File: src/rtl/ber_sequencer.sv
// ber_sequencer: controls one BER measurement (clear, wait for sync, count a
// window of bits) and latches the resulting bit/error counts or a sync timeout.
module ber_sequencer #(
    parameter int NB_CNT       = 64,
    parameter int SYNC_TIMEOUT = 300000
) (
    input  logic              clock,
    input  logic              i_reset,
    input  logic              i_start,
    input  logic              i_abort,
    input  logic              i_ack,
    input  logic [NB_CNT-1:0] i_window,
    input  logic              i_valid,
    input  logic [NB_CNT-1:0] i_ber_bits,
    input  logic [NB_CNT-1:0] i_ber_errors,
    output logic              o_ber_reset,
    output logic              o_ber_valid,
    output logic              o_busy,
    output logic              o_done,
    output logic              o_timeout,
    output logic [NB_CNT-1:0] o_bits,
    output logic [NB_CNT-1:0] o_errors
);
    localparam int CW = $clog2(SYNC_TIMEOUT + 1);
    localparam logic [CW-1:0] TIMEOUT = CW'(SYNC_TIMEOUT);

    typedef enum logic [2:0] {IDLE, CLEAR, SYNC, MEASURE, DONE} state_t;

    state_t state_q, state_d;
    logic clr_q, clr_d;
    logic [CW-1:0] sync_q, sync_d, sync_inc;
    logic [NB_CNT-1:0] win_q, win_d, win_sel;
    logic [NB_CNT-1:0] bits_q, bits_d, errors_q, errors_d;
    logic timeout_q, timeout_d;
    logic ber_reset_q, ber_reset_d, busy_q, busy_d, done_q, done_d;

    assign win_sel = (i_window == '0) ? NB_CNT'(1) : i_window;

    always_comb begin
        state_d   = state_q;
        clr_d     = 1'b0;
        sync_d    = '0;
        sync_inc  = sync_q + CW'(i_valid);
        win_d     = win_q;
        bits_d    = bits_q;
        errors_d  = errors_q;
        timeout_d = timeout_q;
        case (state_q)
            IDLE: if (i_start) begin
                state_d = CLEAR;
                win_d   = win_sel;
            end
            CLEAR: begin
                clr_d   = 1'b1;
                state_d = clr_q ? SYNC : CLEAR;
            end
            SYNC: begin
                sync_d = sync_inc;
                // sync detect takes priority over a simultaneous timeout
                if (i_ber_bits != '0) state_d = MEASURE;
                else if (sync_inc >= TIMEOUT) begin
                    state_d   = DONE;
                    timeout_d = 1'b1;
                    bits_d    = '0;
                    errors_d  = '0;
                end
            end
            MEASURE: if (i_ber_bits >= win_q) begin
                state_d   = DONE;
                timeout_d = 1'b0;
                bits_d    = i_ber_bits;
                errors_d  = i_ber_errors;
            end
            DONE: if (i_start) begin
                state_d = CLEAR;
                win_d   = win_sel;
            end else if (i_ack) state_d = IDLE;
            default: state_d = IDLE;
        endcase
        if (i_abort) begin
            state_d   = IDLE;
            win_d     = win_q;
            bits_d    = bits_q;
            errors_d  = errors_q;
            timeout_d = timeout_q;
        end
        ber_reset_d = (state_d == IDLE) || (state_d == CLEAR) || (state_d == DONE);
        busy_d      = (state_d == CLEAR) || (state_d == SYNC) || (state_d == MEASURE);
        done_d      = (state_d == DONE);
    end

    always_ff @(posedge clock or posedge i_reset) begin
        if (i_reset) begin
            state_q     <= IDLE;
            clr_q       <= 1'b0;
            sync_q      <= '0;
            win_q       <= '0;
            bits_q      <= '0;
            errors_q    <= '0;
            timeout_q   <= 1'b0;
            ber_reset_q <= 1'b1;
            busy_q      <= 1'b0;
            done_q      <= 1'b0;
        end else begin
            state_q     <= state_d;
            clr_q       <= clr_d;
            sync_q      <= sync_d;
            win_q       <= win_d;
            bits_q      <= bits_d;
            errors_q    <= errors_d;
            timeout_q   <= timeout_d;
            ber_reset_q <= ber_reset_d;
            busy_q      <= busy_d;
            done_q      <= done_d;
        end
    end

    assign o_ber_valid = i_valid && ((state_q == SYNC) || (state_q == MEASURE));
    assign o_ber_reset = ber_reset_q;
    assign o_busy      = busy_q;
    assign o_done      = done_q;
    assign o_timeout   = timeout_q;
    assign o_bits      = bits_q;
    assign o_errors    = errors_q;
endmodule

File: config.mk
export PLATFORM = sky130hd
export DESIGN_NAME = ber_sequencer
export DESIGN_NICKNAME = d
export VERILOG_FILES = /design/src/rtl/ber_sequencer.sv
export SDC_FILE = /design/constraint.sdc
export NUM_CORES = 1
export LEC_CHECK = 0
export ABC_AREA = 1
export CAP_MARGIN = 20
export CORE_MARGIN = 4
export CORE_UTILIZATION = 43
export DETAILED_ROUTE_END_ITERATION = 8
export HOLD_SLACK_MARGIN = 0.03
export MAX_ROUTING_LAYER = met4
export PLACE_DENSITY = 0.79
export SYNTH_ARGS = -nofsm -noshare
export SYNTH_HDL_FRONTEND = slang
export SYNTH_SLANG_ARGS = --single-unit
export TNS_END_PERCENT = 50
File: constraint.sdc
create_clock -name clock -period 7.1 [get_ports clock]
set_input_delay 1.065 -clock clock [delete_from_list [all_inputs] [get_ports clock]]
set_output_delay 1.065 -clock clock [all_outputs]
set_load 0.01 [all_outputs]
# Word-level counts from Yosys, hierarchy flattened
# Index checks and enable logic that the tools add are counted.
# Widths: inputs -> output; s select.
totals:
  regBits: 219
op_classes:
  bitwise_logic: 1
  n_reduce_logical: 14
  eq_ne: 11
  n_lt_le_gt_ge: 2
  add_sub_neg: 1
  mux: 22
ops:
  columns: ["operator", "n"]
  rows:
  - ["$mux 64", 5]
  - ["$pmux 64 s2", 2]
  - ["$ge 64x64->1", 1]
  - ["$logic_not 64->1", 1]
  - ["$reduce_bool 64->1", 1]
  - ["$mux 3", 7]
  - ["$add 19x1->19", 1]
  - ["$ge 19x19->1 const B", 1]
  - ["$mux 19", 1]
  - ["$pmux 3 s5", 1]
  - ["$eq 3x2->1 const B", 4]
  - ["$eq 3x1->1 const B", 2]
  - ["$eq 3x3->1 const B", 2]
  - ["$logic_not 3->1", 2]
  - ["$ne 2x2->1 const B", 3]
  - ["$logic_or 1x1->1", 5]
  - ["$reduce_and 5->1", 1]
  - ["$mux 1", 4]
  - ["$reduce_and 3->1", 1]
  - ["$mux 2", 1]
  - ["$pmux 1 s2", 1]
  - ["$reduce_bool 2->1", 1]
  - ["$reduce_or 2->1", 1]
  - ["$logic_and 1x1->1", 1]
  - ["$not 1->1", 1]

# Logic depth before layout (Yosys ltp)
depth:
  depth_word: 9
  ltp_mapped: 21

# Worst setup path after synthesis
# Ideal clock, no wire load.
synth_timing:
  path_kind: "in2reg"
  startpoint: "in i_valid"
  endpoint: "reg errors_q[0], in the netlist o_errors[0]"
  t_required_ns: 6.983
  arrival_ns: 2.786
  setup_ns: 0.117
  setup_slack_ns: 4.197
  n_path_buf: 2
  cell_stages: 17
  cell_sequence: "ha_1 ha_1 nand2_1 nor2_1 nand3_1 nor2_1 nand2_1 nand2_1 nand2_1 nor2_1 nand2_1 nand3_2 nand3_2 buf_4 buf_6 nand2_1 nand2_1"
synth_via:
  elab_chain_cells: 4
synth_rtl:
  columns: ["element", "line", "text"]
  rows:
  - ["from (decl)", "13", "input logic i_valid,"]
  - ["$add 19x1->19", "43", "sync_inc = sync_q + CW'(i_valid);"]
  - ["$ge 19x19->1", "61", "else if (sync_inc >= TIMEOUT) begin"]
  - ["$ne 2x2->1 (no line)", null, null]
  - ["$reduce_and 5->1 (no line)", null, null]
  - ["to (signal assigned)", "110", "errors_q <= errors_d;"]
  - ["to (decl)", "33", "logic [NB_CNT-1:0] bits_q, bits_d, errors_q, errors_d;"]
# Every way passes these cells.
# A chain may end at the register's enable or synchronous reset.

# Worst setup path after layout
layout_timing:
  startpoint: "in i_ber_bits[62]"
  endpoint: "reg errors_q[39], in the netlist o_errors[39]"
layout_via:
  elab_chain_cells: 3
  word_cells_on_any_way: 5
  cone_classes: "order compare: 1; eq/ne: 2; reduce/logical: 2"
layout_rtl:
  columns: ["element", "line", "text"]
  rows:
  - ["from (decl)", "14", "input logic [NB_CNT-1:0] i_ber_bits,"]
  - ["$ge 64x64->1 / $reduce_bool 64->1 (equally long branches)", "68, 60", null]
  - ["$ne 2x2->1 (no line)", null, null]
  - ["$reduce_and 5->1 (no line) (*)", null, null]
# Every way passes the cells marked *; elsewhere a longest branch is shown, timed or not.

==> key figures <==
Setup path
  • WS Path Type: primary input to register
  • Crit end category: register
  • CP Max Fanout: 95
  • Worst setup path startpoint: i_ber_bits[62]
  • Reg2reg setup slack: approximately 3600 ps
  • Crit path required time: 7540 ps
  • Crit path launch type: primary input
  • R2R Path Start: win_q[47]
  • Critical Path AT: between 4000 and 5000 ps

Placed design
  • GPL Wtd Cong: 0.868
  • HPWL after detailed placement: 24,200 um
  • # port buffers: 330
  • Dpl ws: about 2300 ps

Timing
  • Final hold violations: 0
  • Fin Clk Skew: around 19 ps
  • Final setup margin: ~2900 ps
  • Max-slew violations: 0
  • Peak Freq: about 0.24 GHz
  • Setup tns final: 0 ps
  • Max-slew headroom: 0.304
  • # setup viols final: 0
  • Tcrit/Tclk final: 0.598
  • Tmin final: roughly 4200 ps
  • RSZ-0062 raised after global routing: no
  • Worst-Margin Slew: about 1000 ps

Clocking
  • Clock insertion delay at the later pin of the skew report: between 500 and 600 ps
  • # hold bufs at CTS: 0
  • CTS tree: yes
  • H-Tree Depth: 1
  • Num CTS Buffers: 24
  • Setup Fix Bufs, Post-CTS: 0
  • Root Buffer: clkbuf_16
  • Clock sink count: ~220
  • Clock Path Buffers: 3
  • Clock transition at path regs: around 60 ps
  • PostCTS Resize Cnt: 0

Floorplanning
  • Die area: 27,900 sq um
  • Die Width: 167 um
  • Core Rows: 57
  • Ports: ~330
  • Initial core utilization: 0.443
  • Die Span Y: 167 um
  • Core area: 24,600 sq um

Finish
  • Utilization after layout: 0.620
  • Layout cells sized above 1: 0.0380
  • # fillers: between 2,000 and 2,500
  • Fin nets: around 1,900
  • Area Growth Syn to Fin: 40.1%

Synth
  • Most area-consuming cells after synthesis: dfrtp_1 (50%), nand2_1 (16%), ha_1 (7.6%)
  • Share of the synthesized area in the top cell type: 0.501
  • Mapped Cells: around 1,300
  • Synth async-reset ratio: 1.00
  • Cell variety after synth: 31
  • Synth warn: 0
  • Seq/Total Area, Yosys: 0.503
  • Post-synth top area cell: dfrtp_1
  • Leading cell types by count after synthesis: nand2_1 (460), dfrtp_1 (218), nand3_1 (153)
  • #FFs+latches synth: 219
  • Syn Nets: 1,598
  • Syn_area_per_cell: 8.16 sq um
  • Most common cell in the netlist: nand2_1
  • Synthesized area: 10,900 sq um
  • Ys flop type: dfrtp_1
  • Post-synth EDFFs: 0

Worst hold path
  • Worst min path class: register to register
  • Hold path start: o_errors[5]

Global route
  • Largest net degree at the start of global routing: approximately 130
  • Antenna violations before repair: 3
  • Vias in the first global route: around 10,000
  • Total track usage: 0.235
  • Total grt overflow: 0
  • First-pass GRT wire length: 52,800 um

Pwr
  • Combinational power share: 0.315
  • Net Switching: ~1.4 mW
  • Worst vdd ir: between 0.00015 and 0.0002 V
  • Power Dens Cells: about 290 nW/um^2
  • Int Pwr: slightly below 3 mW
  • P_leak: 7.42 nW
  • Clock group share of total power: 0.317
  • Sequential Power Share: 0.368
  • Net Sw Frac: 0.330

Routing
  • Drc violations: 0
  • Vias per cell: around 5
  • Vias: about 10,000
  • DRT antenna net count: 0
  • Routed WL: about 33,000 um
  • Initial DRC count: 736
  • WL/cell: roughly 17 um
  • Router iterations before antenna repair: 5

Job
  • Max cap viols: 0

Status
  • Status: finished, final reports clean
## cells by family (layout without fill, tap and decap cells)
group           after synthesis  in the layout  synth area share
buf+inv                     176            499            0.0712
simple gates                748            748             0.289
compound gates              121            121            0.0576
flops                       219            219             0.503
other cells                   0              3                 0
xor+xnor                      4              4           0.00322
fa+ha+maj                    66             66            0.0758
## critical path: stages
cell             delay (ps)
clkdlybuf4s50_1         610
ha_1                    390
nand2_1                  40
inv_1                    70
nand3_1                 110
nor3_1                  230
nand4_1                 120
nor2_1                  240
nand2_1                 130
nand3_1                 100
nand2_1                 100
inv_4                   670
buf_4                   470
nand3_1                 130
nand2_1                 130
## flip-flops by register name, indices dropped and copies added, names as in the netlist
register	count
o_bits	64
o_errors	64
o_busy	1
state_q	3
clr_q	1
win_q	64
o_timeout	1
sync_q	19
o_ber_reset	1
o_done	1
## cell usage in the layout (no fill, tap or decap), drive strengths merged, types with 5 or more instances in the layout
cell,count
a21oi,41
buf,7
bufinv,5
clkbuf,30
clkdlybuf4s50,330
clkinv,8
dfrtp,218
ha,66
inv,117
nand2,460
nand3,155
nand4,17
nor2,81
nor4,27
o21ai,72
## power by group through the flow
stage | registers, mW | logic [mW] | clock network (mW)
2_1_floorplan | 1.66 | 0.815 | 0
3_3_place_gp | 1.63 | 1.32 | 0
3_5_place_dp | 1.63 | 1.38 | 0
4_1_cts | 1.61 | 1.39 | 1.42
5_1_grt | 1.64 | 1.57 | 1.48
6_report | 1.61 | 1.38 | 1.39
## metrics by stage
step | instances | instance area, sq um | total power [mW] | hold WS (ps)
final | 1984 | 15300 | 4.39 | 468
after global routing | 1984 | 15300 | 4.69 | 485
after CTS | 1981 | 15300 | 4.43 | 473
after global placement | 1937 | 14400 | 2.95 | 453
after floorplan | 1334 | 10900 | 2.47 | 469
after detailed placement | 1937 | 14400 | 3.01 | 457
## layer usage
| layer | track usage | up-vias | wire (um) |
|---|---|---|---|
| met2 | 0.374 | 443 | 14900 |
| met4 | 0.0819 | 0 | 1250 |
| met5 | - | - | 0 |
| li1 | - | 4940 | - |
| met1 | 0.285 | 4660 | 13300 |
| met3 | 0.0728 | 77 | 3380 |
## area by class of cell
cell class                 count  area [sq um]  share of cell area
sequential                   219          5480               0.359
multi-input combinational    939          4660               0.305
timing repair buffer         337          3360               0.220
clock buffer                  30           683              0.0448
inverter                     118           453              0.0297
tap                          324           405              0.0266
clock inverter                14           215              0.0141
antenna                        3          7.51            0.000492
## path summary, 6_finish.rpt
kind | end | cells past startpoint
hold reg to reg | o_errors[5] | 2
min in group asynchronous | o_errors[40] | 2
hold / removal | o_errors[5] | 2
setup reg to reg | o_errors[39] | 13
max in group asynchronous | win_q[35] | 3
setup / recovery | o_errors[39] | 15
Note: power is estimated with default switching activity, not from simulation.
